## config.mk

```make
export PLATFORM = sky130hd
export DESIGN_NAME = weight_load_ctrl
export DESIGN_NICKNAME = d
export VERILOG_FILES = /design/src/rtl/weight_load_ctrl.sv
export SDC_FILE = /design/constraint.sdc
export NUM_CORES = 1
export LEC_CHECK = 0
export BUFFER_PORTS_ARGS = -buffer_cell sky130_fd_sc_hd__buf_4
export CAP_MARGIN = 10
export CORE_MARGIN = 2
export CORE_UTILIZATION = 33
export DETAILED_ROUTE_END_ITERATION = 6
export PLACE_DENSITY = 0.66
export SYNTH_ARGS = -nofsm -noshare
export SYNTH_HDL_FRONTEND = slang
export SYNTH_SLANG_ARGS = --single-unit
```

## constraint.sdc

```tcl
create_clock -name clk -period 3.6 [get_ports clk]
set_clock_uncertainty 0.05 [all_clocks]
set_input_delay 0.72 -clock clk [delete_from_list [all_inputs] [get_ports clk]]
set_output_delay 0.72 -clock clk [all_outputs]
set_load 0.02 [all_outputs]
```

## src/rtl/weight_load_ctrl.sv

```systemverilog
// Weight tile sequencer: streams K rows into every column FIFO, then issues K read pulses and a done pulse after the skew tail.
// Write lands 1 cycle after accept; done comes K+SYS_COLS cycles after compute_start. s_ready is high only in LOAD and drops after the K-th row.
module weight_load_ctrl #(
    parameter int SYS_COLS   = 4,
    parameter int W_BITWIDTH = 8,
    parameter int DEPTH      = 16,
    parameter int CW         = $clog2(DEPTH + 1)
) (
    input  logic                           clk,
    input  logic                           rst,
    input  logic                           load_start,
    input  logic [CW-1:0]                  cfg_rows,
    input  logic                           s_valid,
    output logic                           s_ready,
    input  logic [SYS_COLS*W_BITWIDTH-1:0] s_data,
    input  logic                           compute_start,
    output logic [SYS_COLS-1:0]            wb_wr_en,
    output logic [SYS_COLS*W_BITWIDTH-1:0] wb_data,
    output logic                           wb_read,
    output logic                           loaded,
    output logic                           busy,
    output logic                           done,
    output logic                           cfg_err
);

    typedef enum logic [2:0] {IDLE, LOAD, READY, READ, FLUSH} state_t;

    localparam int            FW         = $clog2(SYS_COLS + 1);
    localparam logic [FW-1:0] FLUSH_LAST = FW'(SYS_COLS - 1);
    localparam logic [CW-1:0] DEPTH_C    = CW'(DEPTH);

    state_t        state;
    logic [CW-1:0] k_rows;
    logic [CW-1:0] row_cnt;
    logic [CW-1:0] rd_cnt;
    logic [FW-1:0] fl_cnt;

    always_ff @(posedge clk or posedge rst) begin
        if (rst) begin
            state    <= IDLE;
            k_rows   <= '0;
            row_cnt  <= '0;
            rd_cnt   <= '0;
            fl_cnt   <= '0;
            s_ready  <= 1'b0;
            wb_wr_en <= '0;
            wb_data  <= '0;
            wb_read  <= 1'b0;
            loaded   <= 1'b0;
            busy     <= 1'b0;
            done     <= 1'b0;
            cfg_err  <= 1'b0;
        end else begin
            wb_wr_en <= '0;
            done     <= 1'b0;
            cfg_err  <= 1'b0;
            case (state)
                IDLE: begin
                    // busy stays high through the done cycle and clears here
                    busy <= 1'b0;
                    if (load_start) begin
                        if (cfg_rows != '0 && cfg_rows <= DEPTH_C) begin
                            k_rows  <= cfg_rows;
                            row_cnt <= '0;
                            s_ready <= 1'b1;
                            busy    <= 1'b1;
                            state   <= LOAD;
                        end else begin
                            cfg_err <= 1'b1;
                        end
                    end
                end
                LOAD: begin
                    if (s_valid && s_ready) begin
                        wb_data  <= s_data;
                        wb_wr_en <= '1;
                        row_cnt  <= row_cnt + CW'(1);
                        if (row_cnt + CW'(1) == k_rows) begin
                            s_ready <= 1'b0;
                            loaded  <= 1'b1;
                            state   <= READY;
                        end
                    end
                end
                READY: begin
                    if (compute_start) begin
                        loaded  <= 1'b0;
                        rd_cnt  <= CW'(1);
                        wb_read <= 1'b1;
                        state   <= READ;
                    end
                end
                READ: begin
                    if (rd_cnt == k_rows) begin
                        wb_read <= 1'b0;
                        if (SYS_COLS == 1) begin
                            done  <= 1'b1;
                            state <= IDLE;
                        end else begin
                            fl_cnt <= FW'(1);
                            state  <= FLUSH;
                        end
                    end else begin
                        rd_cnt <= rd_cnt + CW'(1);
                    end
                end
                FLUSH: begin
                    // last column trails column 0 by SYS_COLS-1 cycles
                    if (fl_cnt == FLUSH_LAST) begin
                        done  <= 1'b1;
                        state <= IDLE;
                    end else begin
                        fl_cnt <= fl_cnt + FW'(1);
                    end
                end
                default: state <= IDLE;
            endcase
        end
    end

endmodule

```

Yosys cells after proc, flatten, opt, wreduce, memory -nomap -nowiden --
Index checks and enable logic that the tools add are counted.
Storage, ports and cells: input port bits 42, logic and storage cells 89, flip-flop bits (word level) 63, output and inout bits 42
Cells by class: reduce and logical (&&, ||, !) cells 17, equality and inequality tests 16, muxes and demuxes 39, $lt $le $gt $ge 1, add/subtract/negate cells 3
Operator list (count):
- $mux W3 | 9
- $mux W5 | 5
- $pmux W5 S2 | 2
- $ne A2 B2 Y1 const B | 9
- $mux W1 | 16
- $pmux W3 S5 | 1
- $reduce_and A3 Y1 | 4
- $add A5 B1 Y5 const B | 2
- $eq A5 B5 Y1 | 2
- $eq A3 B2 Y1 const B | 3
- $mux W4 | 2
- $reduce_and A4 Y1 | 2
- $reduce_bool A2 Y1 | 4
- $reduce_and A7 Y1 | 1
- $pmux W1 S2 | 3
- $pmux W3 S2 | 1
- $le A5 B5 Y1 const B | 1
- $reduce_and A5 Y1 | 1
- $reduce_bool A5 Y1 | 1
- $add A3 B1 Y3 const B | 1
- $eq A3 B1 Y1 const B | 1
- $eq A3 B3 Y1 const B | 1
- $logic_not A3 Y1 | 1
- $logic_and A1 B1 Y1 | 2
- $reduce_and A2 Y1 | 1

Logic depth before layout (Yosys ltp) --
depth after elaboration 5, mapped depth 8, gate-level depth less buffers 6

Worst setup path after synthesis --
Ideal clock, no wire load.
path type input -> register, start point input cfg_rows[1], end point register k_rows[0], library setup time 0.125 ns, stages on the path 5, slack 1.615 ns, arrival time 1.811 ns, cells stage by stage nor4_1 > xnor2_1 > nand3_1 > buf_4 > mux2_2
Between the ends: word-level cells in the longest chain between the ends 3
RTL lines:
- start, declared | line 12 | input logic [CW-1:0] cfg_rows,
- $le A5 B5 Y1 / $reduce_bool A5 Y1 (equally long branches) | line 62 | if (cfg_rows != '0 && cfg_rows <= DEPTH_C) begin
- $logic_and A1 B1 Y1 * | line 62
- $reduce_and A3 Y1 (no source line) *
- end signal, assigned | line 63 | k_rows <= cfg_rows;
- end, declared | line 33 | logic [CW-1:0] k_rows;
Every way passes the cells marked *; elsewhere a longest branch is shown, timed or not. A chain may end at the register's enable or synchronous reset.

Worst setup path in the final report --
start point register state[0], end point register row_cnt[2]
Between the ends: word-level cells in the longest chain between the ends 3
RTL lines:
- start, declared | line 32 | state_t state;
- start signal, assigned | line 40 | state <= IDLE;
- start signal, assigned | line 67 | state <= LOAD;
- start signal, assigned | line 81 | state <= READY;
- $eq A3 B1 Y1 / $logic_not A3 Y1 (equally long branches) | line 57 | case (state)
- $ne A2 B2 Y1 (no source line) / $reduce_bool A2 Y1 (equally long branches)
- $reduce_and A4 Y1 (no source line)
- end signal, assigned | line 77 | row_cnt <= row_cnt + CW'(1);
- end, declared | line 34 | logic [CW-1:0] row_cnt;
Several ways; a longest one is shown, not always the timed one.

==> impl_metrics.yaml <==
status:
  status: "finished clean"
cells_and_area:
  final_nets: 409
  final.fill_count: 769
  postLayoutCoreUtil: 0.454
  drive_above_1_share: 0.297
  area_delta_synth_final_pct: 32.2
  num_antenna_cells: 0
sta:
  grt_setup_unrepaired: "no"
  final_hold_viol_count: 0
  slew_violations: 0
  slew_headroom: 0.594
  setup_viol: 0
  min_period_ns: 2.17
  timing.fmax_ghz: 0.460
  setup_tns_ns: 0
  fin_crit_sh: 0.603
  worst_pin_slew_ns: 0.608
  finalHoldWorstSlack_ns: 0.355
drt:
  wl_met1_um: 2660
  wl_per_cell_um: 12.8
  wl_met3_um: 399
  drt-pass1-iter-count: 4
  top_layer_used: "met4"
  drt.antenna.violating_nets: 0
  drtIter0Drc: 49
  drc: 0
  route.vias.total: 2144
  wl_um: 5990
  via_per_inst: 4.57
  route.met2.wl_um: 2890
critical_path:
  worst_path_max_delay_cell: "dfrtp_1"
  path_delay_family: "buffers and inverters"
  worstSetupStartpointType: "flop"
  r2r_start: "state[0]"
  crit_chain: "nand3_1, or3_1, buf_4, inv_2, nand2_1, mux2i_1"
  worstSetupPathType: "flop to flop"
  cp_slowest_stage_delay_ns: 0.52
  worst-path-buf-inv: 2
  crit_path_start: "state[0]"
  critPathArrivalTime_ns: 2.37
  required_ns: 3.80
  cp_max_fo: 44
  worstSetupEndpointType: "flop"
logic_synthesis:
  yosys.area.top_type_share: 0.563
  synthTopCellsByArea: "dfrtp_1 56%, nand2_1 16%, xor2_1 3.3%"
  syn_area_per_cell_um2: 9.43
  synth_seq_area_share: 0.563
  syn-cell-area_um2: 2670
  synth.net_count: 329
  synthesis.instances: 283
  synth_cell_types: 35
  synth_top_area_cell: "dfrtp_1"
  synth-seq-cells: 60
  yosysWarningCount: 0
placed_design:
  gp_congestion: 0.762
  hpwl_um: 4220
  port_buffers: 83
job:
  maxCapViolCount: 0
clocking:
  cts_setup_buffers: 0
  cts_tree: "yes"
  clk_latency_ns: 0.33
  cts_made_buffers: 9
  clk_pin_slew_ns: 0.07
  ctsResizeCount: 0
  cts_root_buffer: "clkbuf_8"
  cts_hold_buffers: 0
  clock_path_buffers: 2
  clock_sink_count: 60
  htree_levels: 3
floorplanning:
  std_cell_rows: 32
  core_area_um2: 7770
  pin_count: 84
  initial_core_util: 0.344
  chipWidth_um: 93.9
  die-area_um2: 8820
  die_y_um: 93.9
global_route:
  first_global_vias: 2221
  grt_start_max_net_pins: 45
  grt_antenna_before_repair: 0
  grt_pass1_wl_um: 10200
  grt_overflow: 0
  grt_util_all_layers: 0.148
power_and_ir_drop:
  ir_drop_mv: 0.379
  p_leak_nw: 1.84
  p_per_area_nw_per_um2: 877
hold_path:
  hold_path_class: "primary input to asynchronous set/reset pin"
[worst paths after layout]
kind | end | slack [ns] | cells past startpoint
setup / recovery | row_cnt[2] | 1.43 | 6
hold / removal | wb_data[25] | 0.35 | 2
setup reg to reg | row_cnt[2] | 1.43 | 6
hold reg to reg | wb_data[10] | 0.43 | 2
min in group clk | wb_data[10] | 0.43 | 2
max in group asynchronous | rd_cnt[0] | 2.27 | 3
[flip-flops by register name (all words and copies together), names as in the netlist]
name and flops:
busy 1, cfg_err 1, done 1, fl_cnt 3, k_rows 5, loaded 1, rd_cnt 5, row_cnt 5
s_ready 1, state 3, wb_data 32, wb_read 1, wb_wr_en 1
[metal layers]
metal | vias up | track usage
met1 | 1004 | 0.179
met4 | 0 | 0.0495
met5 | - | 0
met2 | 71 | 0.245
li1 | 1065 | -
met3 | 4 | 0.0514
[cells by family after synthesis]
group                    after synthesis  share of synthesized area
XOR/XNOR                              17                     0.0558
multiplexers                           9                     0.0361
flip-flops                            60                      0.563
AND/OR/NAND/NOR                      145                      0.226
AO/OA/AOI/OAI                         25                     0.0563
buffers and inverters                 23                     0.0450
adder cells (fa/ha/maj)                4                     0.0188
[cell usage in the layout, fill, tap and decap left out, types with 2 or more instances in the layout]
cell,count
buf_4,85
o21ai_0,10
or3_1,2
nor2b_1,2
o22ai_1,2
inv_2,2
dfrtp_1,60
a211oi_1,2
mux2_2,5
mux2i_1,4
inv_1,5
a21oi_1,5
nor2_1,7
clkbuf_8,13
ha_1,4
nand3_1,12
xor2_1,10
xnor2_1,7
nand2_1,111
nor3_1,4
[metrics by stage]
| stage | power, W | instance area [um2] | worst slack [ns] | std cells |
|---|---|---|---|---|
| final | 0.00310 | 3530 | 1.43 | 469 |
| after CTS | 0.00314 | 3530 | 1.36 | 469 |
| after global routing | 0.00333 | 3530 | 1.23 | 469 |
| after floorplan | 0.00206 | 2670 | 1.35 | 283 |
| after global placement | 0.00252 | 3340 | 1.19 | 454 |
| after detailed placement | 0.00255 | 3340 | 1.14 | 454 |
[area by class of cell]
| class | count | area (um2) | share of cell area |
|---|---|---|---|
| clock buffer | 14 | 183 | 0.0518 |
| clock inverter | 1 | 5.00 | 0.00142 |
| inverter | 7 | 26.3 | 0.00745 |
| multi-input combinational | 200 | 1050 | 0.297 |
| sequential | 60 | 1500 | 0.426 |
| tap | 102 | 128 | 0.0362 |
| timing repair buffer | 85 | 638 | 0.181 |
[cells in the mapped netlist, drive strengths merged]
| library cell | number |
|---|---|
| nand2 | 111 |
| dfrtp | 60 |
| nand3 | 12 |
| buf | 10 |
| o21ai | 10 |
| xor2 | 10 |
| inv | 7 |
| nor2 | 7 |
| xnor2 | 7 |
| clkbuf | 6 |
| a21oi | 5 |
| mux2 | 5 |
| nor3 | 5 |
| ha | 4 |
| mux2i | 4 |
| a211oi | 2 |
| nor2b | 2 |
| nor4 | 2 |
| o22ai | 2 |
| or3 | 2 |
| a211o | 1 |
| a21o | 1 |
| a22oi | 1 |
| a31oi | 1 |
| a32oi | 1 |
| and2 | 1 |
| and3 | 1 |
| nand2b | 1 |
| o221ai | 1 |
| or2 | 1 |
[where the power goes]
| group | switching [W] | total [W] | internal (W) | leakage [nW] |
|---|---|---|---|---|
| logic | 0.000779 | 0.00134 | 0.000565 | 0.995 |
| registers | 0.000223 | 0.00118 | 0.000956 | 0.747 |
| clock network | 0.000251 | 0.000572 | 0.000321 | 0.0986 |
(Power assumes the default switching activity.)
